## src/rtl/logic_op_arbiter_pkg.sv

```systemverilog
// rtl/logic_op_arbiter_pkg.sv - opcode and FSM state types for the shared logic-op arbiter
package logic_op_arbiter_pkg;

  typedef enum logic [2:0] {
    OP_BUF  = 3'd0,
    OP_NOT  = 3'd1,
    OP_AND  = 3'd2,
    OP_NAND = 3'd3,
    OP_OR   = 3'd4,
    OP_NOR  = 3'd5,
    OP_XOR  = 3'd6,
    OP_XNOR = 3'd7
  } op_e;

  typedef enum logic [1:0] {
    ST_IDLE = 2'd0,
    ST_EXEC = 2'd1,
    ST_RESP = 2'd2
  } state_e;

endpackage

```

## src/rtl/logic_op_unit.sv

```systemverilog
// rtl/logic_op_unit.sv - combinational bitwise gate datapath shared by all requesters
module logic_op_unit
  import logic_op_arbiter_pkg::*;
#(
  parameter int WIDTH = 8
) (
  input  op_e              op_i,
  input  logic [WIDTH-1:0] a_i,
  input  logic [WIDTH-1:0] b_i,
  output logic [WIDTH-1:0] y_o
);

  always_comb begin
    y_o = a_i;
    case (op_i)
      OP_BUF:  y_o = a_i;
      OP_NOT:  y_o = ~a_i;
      OP_AND:  y_o = a_i & b_i;
      OP_NAND: y_o = ~(a_i & b_i);
      OP_OR:   y_o = a_i | b_i;
      OP_NOR:  y_o = ~(a_i | b_i);
      OP_XOR:  y_o = a_i ^ b_i;
      OP_XNOR: y_o = ~(a_i ^ b_i);
      default: y_o = a_i;
    endcase
  end

endmodule

```

## src/rtl/logic_op_arbiter.sv

```systemverilog
// rtl/logic_op_arbiter.sv - round-robin arbiter in front of one shared logic unit
// Optional per-requester grant counters: LOGIC_OP_ARBITER_STATS_EN
module logic_op_arbiter
  import logic_op_arbiter_pkg::*;
#(
  parameter int NUM_REQ = 4,
  parameter int WIDTH   = 8,
  parameter int IDW     = 2
) (
  input  logic                     clk,
  input  logic                     rst,
  input  logic [NUM_REQ-1:0]       req_valid,
  output logic [NUM_REQ-1:0]       req_ready,
  input  logic [3*NUM_REQ-1:0]     req_op,
  input  logic [WIDTH*NUM_REQ-1:0] req_a,
  input  logic [WIDTH*NUM_REQ-1:0] req_b,
  output logic                     rsp_valid,
  input  logic                     rsp_ready,
  output logic [WIDTH-1:0]         rsp_data,
  output logic [IDW-1:0]           rsp_id
`ifdef LOGIC_OP_ARBITER_STATS_EN
  ,
  output logic [16*NUM_REQ-1:0]    stat_grants
`endif
);

  state_e           state_q, state_d;
  logic [IDW-1:0]   rr_q, rr_d;
  logic [IDW-1:0]   id_q, id_d;
  op_e              op_q, op_d;
  logic [WIDTH-1:0] a_q, a_d;
  logic [WIDTH-1:0] b_q, b_d;
  logic [WIDTH-1:0] rsp_data_q, rsp_data_d;
  logic [IDW-1:0]   rsp_id_q, rsp_id_d;
  logic [WIDTH-1:0] unit_y;

  op_e              op_arr [NUM_REQ];
  logic [WIDTH-1:0] a_arr  [NUM_REQ];
  logic [WIDTH-1:0] b_arr  [NUM_REQ];

  logic             grant_found;
  logic [IDW-1:0]   grant_idx;

  always_comb begin
    for (int i = 0; i < NUM_REQ; i++) begin
      op_arr[i] = op_e'(req_op[i*3 +: 3]);
      a_arr[i]  = req_a[i*WIDTH +: WIDTH];
      b_arr[i]  = req_b[i*WIDTH +: WIDTH];
    end
  end

  // First valid requester at or after rr_q, wrapping at NUM_REQ.
  always_comb begin
    int idx;
    idx         = 0;
    grant_found = 1'b0;
    grant_idx   = '0;
    for (int k = 0; k < NUM_REQ; k++) begin
      idx = int'(rr_q) + k;
      if (idx >= NUM_REQ) idx = idx - NUM_REQ;
      if (!grant_found && req_valid[IDW'(idx)]) begin
        grant_found = 1'b1;
        grant_idx   = IDW'(idx);
      end
    end
  end

  always_comb begin
    state_d    = state_q;
    rr_d       = rr_q;
    id_d       = id_q;
    op_d       = op_q;
    a_d        = a_q;
    b_d        = b_q;
    rsp_data_d = rsp_data_q;
    rsp_id_d   = rsp_id_q;
    req_ready  = '0;
    unique case (state_q)
      ST_IDLE: begin
        if (grant_found) begin
          req_ready = NUM_REQ'(1) << grant_idx;
          op_d      = op_arr[grant_idx];
          a_d       = a_arr[grant_idx];
          b_d       = b_arr[grant_idx];
          id_d      = grant_idx;
          rr_d      = (int'(grant_idx) == NUM_REQ - 1) ? '0 : grant_idx + IDW'(1);
          state_d   = ST_EXEC;
        end
      end
      ST_EXEC: begin
        rsp_data_d = unit_y;
        rsp_id_d   = id_q;
        state_d    = ST_RESP;
      end
      ST_RESP: begin
        if (rsp_ready) state_d = ST_IDLE;
      end
      default: state_d = ST_IDLE;
    endcase
  end

  always_ff @(posedge clk or posedge rst) begin
    if (rst) begin
      state_q    <= ST_IDLE;
      rr_q       <= '0;
      id_q       <= '0;
      op_q       <= OP_BUF;
      a_q        <= '0;
      b_q        <= '0;
      rsp_data_q <= '0;
      rsp_id_q   <= '0;
    end else begin
      state_q    <= state_d;
      rr_q       <= rr_d;
      id_q       <= id_d;
      op_q       <= op_d;
      a_q        <= a_d;
      b_q        <= b_d;
      rsp_data_q <= rsp_data_d;
      rsp_id_q   <= rsp_id_d;
    end
  end

  logic_op_unit #(.WIDTH(WIDTH)) u_unit (
    .op_i (op_q),
    .a_i  (a_q),
    .b_i  (b_q),
    .y_o  (unit_y)
  );

  assign rsp_valid = (state_q == ST_RESP);
  assign rsp_data  = rsp_data_q;
  assign rsp_id    = rsp_id_q;

`ifdef LOGIC_OP_ARBITER_STATS_EN
  logic [15:0] grant_cnt_q [NUM_REQ];

  // Saturating so a long-running count never wraps back to a small value.
  always_ff @(posedge clk or posedge rst) begin
    if (rst) begin
      for (int i = 0; i < NUM_REQ; i++) grant_cnt_q[i] <= '0;
    end else begin
      for (int i = 0; i < NUM_REQ; i++) begin
        if (req_ready[i] && grant_cnt_q[i] != 16'hFFFF) grant_cnt_q[i] <= grant_cnt_q[i] + 16'd1;
      end
    end
  end

  for (genvar g = 0; g < NUM_REQ; g++) begin : g_stat
    assign stat_grants[g*16 +: 16] = grant_cnt_q[g];
  end
`endif

endmodule
```

## config.mk

```make
export PLATFORM = sky130hd
export DESIGN_NAME = logic_op_arbiter
export DESIGN_NICKNAME = d
export VERILOG_FILES = /design/src/rtl/logic_op_arbiter_pkg.sv /design/src/rtl/logic_op_unit.sv /design/src/rtl/logic_op_arbiter.sv
export SDC_FILE = /design/constraint.sdc
export NUM_CORES = 1
export LEC_CHECK = 0
export BUFFER_PORTS_ARGS = -buffer_cell sky130_fd_sc_hd__buf_2
export CORE_MARGIN = 2
export CORE_UTILIZATION = 50
export DETAILED_ROUTE_END_ITERATION = 16
export GPL_ROUTABILITY_DRIVEN = 1
export PLACE_DENSITY = 0.91
export SYNTH_ARGS = -nofsm -noshare
export SYNTH_HDL_FRONTEND = slang
export SYNTH_SLANG_ARGS = --single-unit
```

## constraint.sdc

```tcl
create_clock -name clk -period 2.3 [get_ports clk]
set_input_delay 0.115 -clock clk [delete_from_list [all_inputs] [get_ports clk]]
set_output_delay 0.115 -clock clk [all_outputs]
set_load 0.02 [all_outputs]
```

==> flow_summary.json <==
{
  "skew_ps": 4.13,
  "seq_area_frac_synth": 0.325,
  "grt_max_degree": 22,
  "synth_area_um2": 2700,
  "final_nets": 505,
  "design.die.area_um2": 6000,
  "synth_warnings": 0,
  "max_freq_mhz": 469,
  "max_cap_viol_count": 0,
  "synthAdderAreaFrac": 0.0788,
  "clkPwrFrac": 0.105,
  "drive_above_1_share": 0.308,
  "synth_compound_area_frac": 0.271,
  "yosysTopAreaCell": "dfrtp_1",
  "holdWs_ps": 20.4,
  "critical_path_required_ps": 2180,
  "switchingPower_w": 0.00224,
  "clockRootBuffer": "clkbuf_8",
  "p_int_w": 0.00243,
  "cts_sinks": 35,
  "grt_overflow": 0,
  "syn_area_per_cell_um2": 8.54,
  "rows": 26,
  "chipWidth_um": 77.5,
  "postSynthCellCount": 316,
  "yosys.area_share.simple": 0.174,
  "die_y_um": 77.5,
  "dp.cells": 467,
  "hpwlAfterDp_mm": 5.86,
  "end_kind": "primary output",
  "hold_class": "in -> reg",
  "area_growth_pct": 24.0,
  "crit_fanout": 17,
  "drt_iter0_markers": 258,
  "synthTopCellsByCount": "dfrtp_1, nand2_1, nand3_1, inv_1, a221oi_1",
  "synth_most_common_cell": "dfrtp_1",
  "ys_types": 43,
  "critPathArrivalTime_ps": 2020,
  "routed_wl_mm": 7.72,
  "peakVddDrop_mv": 0.712,
  "ys_top_cells_by_area": "dfrtp_1, ha_1, a221oi_1",
  "synth_top_family_by_area": "compound AO/OA/AOI/OAI gates",
  "r2r_cells": 4,
  "status": "finished clean",
  "io_pins": 98,
  "crit_path_start": "rr_q[1]",
  "synth-xor-area-share": 0.00325,
  "tns_ps": 0,
  "seqPwrFrac": 0.279,
  "antenna_found_initial": 0,
  "io_buffer_count": 97,
  "min_period_ps": 2130,
  "grt_pass1_vias": 2769,
  "routabilityCongestion": 0.941,
  "core_um2": 5170,
  "hp-start": "rsp_ready",
  "initial_utilization": 0.522,
  "rsz0062_at_grt": "false",
  "critical_path.startpoint_type": "flop",
  "cts-htree-levels": 2,
  "post-route-period-util": 0.928,
  "finalSetupViolations": 0,
  "cts_tree": "yes",
  "hold_viol": 0,
  "synth_flop_cell": "dfrtp_1",
  "antenna_cells": 0,
  "finalMaxSlewViolations": 0,
  "worstMarginPinSlew_ps": 747,
  "clk_pin_slew_worst_paths_ps": 70,
  "netSwitchingFraction": 0.480,
  "cts_setup_buffers": 0,
  "r2r-start": "op_q[0]",
  "fin_cells": 476,
  "grtUsageTotal": 0.261,
  "endpoint": "req_ready[3]",
  "firstDrtPassIters": 7,
  "combPwrFrac": 0.616,
  "synthArstFlopShare": 1.00,
  "ys_ff_latch": 35,
  "post_drt_wl_per_cell_um": 16.2,
  "vias": 2884,
  "synth_edf_count": 0,
  "syn_nets": 416,
  "regToRegEndpoint": "rsp_data[6]",
  "rrSetupSlack_ps": 420,
  "leakage_nw": 1.65,
  "path_class": "reg -> out",
  "post-synth-top-area-fraction": 0.325,
  "numCtsBuffers": 5,
  "drc": 0,
  "slew_headroom": 0.502,
  "via_per_inst": 6.06,
  "muxShareOfSynthArea": 0.0659,
  "antenna_left": 0,
  "power_density_nw_per_um2": 1400,
  "clk_latency_ps": 290,
  "grt_pass1_wl_mm": 12.6,
  "cts_buffer_depth": 2,
  "worstHoldPathCells": 2
}
==> registers in the layout, summed over array words and instances (netlist names) <==
| register | flops |
|---|---|
| a_q | 8 |
| b_q | 8 |
| rsp_data | 8 |
| op_q | 3 |
| id_q | 2 |
| rr_q | 2 |
| rsp_id | 2 |
| state_q | 2 |
==> timing repair <==
item	CTS	global route
hold endpoints to repair	15	0
gates resized for setup	0	5
setup endpoints to repair	0	3
hold buffers	1	0
==> metrics by stage <==
stage                      util  setup WS, ps  power (W)  area, um2
after floorplan               -           618    0.00338       2700
after global placement    0.622           433    0.00394       3220
after detailed placement  0.622           339    0.00411       3220
after CTS                 0.644          26.5    0.00462       3330
after global routing      0.647          40.1    0.00505       3340
final                     0.647           167    0.00467       3340
==> final cells by class <==
class | instances | area, um2
Timing Repair Buffer | 106 | 556
Clock buffer | 8 | 100
Sequential cell | 35 | 877
Multi-Input combinational cell | 228 | 1610
Fill cell | 454 | 1830
Tap cell | 70 | 87.6
Inverter | 29 | 111
==> metal layers <==
metal / vias up / GRT usage / part of all wire
li1: 1353 / - / -
met2: 165 / 0.442 / 0.49
met4: 0 / 0.130 / 0.033
met3: 26 / 0.0326 / 0.070
met1: 1340 / 0.329 / 0.41
met5: - / 0 / 0
==> layout by cell type, fill, tap and decap left out, types with 2 or more instances in the layout <==
master	Yosys	final
mux4_2	2	2
o31ai_1	9	9
a32oi_1	13	13
nor3b_1	2	2
clkbuf_8	0	7
nand4_1	4	4
o22a_1	5	5
nand2_1	28	28
a21oi_1	19	19
dfrtp_1	35	34
nand3_1	28	28
buf_4	2	8
o21ai_0	6	6
a221oi_1	20	19
mux2_2	2	2
nor2_1	16	15
and2_1	4	4
nor2b_1	3	3
nand2b_1	5	5
o22ai_1	7	7
buf_2	13	97
inv_1	27	27
ha_1	17	17
a31oi_1	2	2
a21o_1	6	6
mux2i_1	11	11
o211ai_1	5	5
==> worst max-delay path, stage by stage, from the launching register on <==
cell      delay, ps
dfrtp_2         470
nand2b_1        180
a21o_1          250
nand3_2         200
inv_4           130
ha_1            210
and2_1          130
buf_2           150
==> power groups by stage <==
stage / clock network (W) / logic [W] / registers (W)
3_3_place_gp: 0 / 0.00267 / 0.00127
3_5_place_dp: 0 / 0.00280 / 0.00131
4_1_cts: 0.000495 / 0.00283 / 0.00130
6_report: 0.000491 / 0.00288 / 0.00131
5_1_grt: 0.000520 / 0.00318 / 0.00135
2_1_floorplan: 0 / 0.00217 / 0.00122
==> cells by family after synthesis <==
kind of cell,Yosys count
mux,15
flops,35
simple gates,96
xor+xnor,1
buf+inv,53
fa+ha+maj,17
compound gates,99
==> how the worst min path moves through the flow <==
stage / end / slack (ps)
CTS: state_q[1] / 20
global placement: rsp_id[1] / 180
floorplan: state_q[1] / 220
global route: state_q[1] / 30
finish: state_q[1] / 20
detailed placement: rsp_id[1] / 190
No activity file was read; power rests on OpenSTA's default activity.
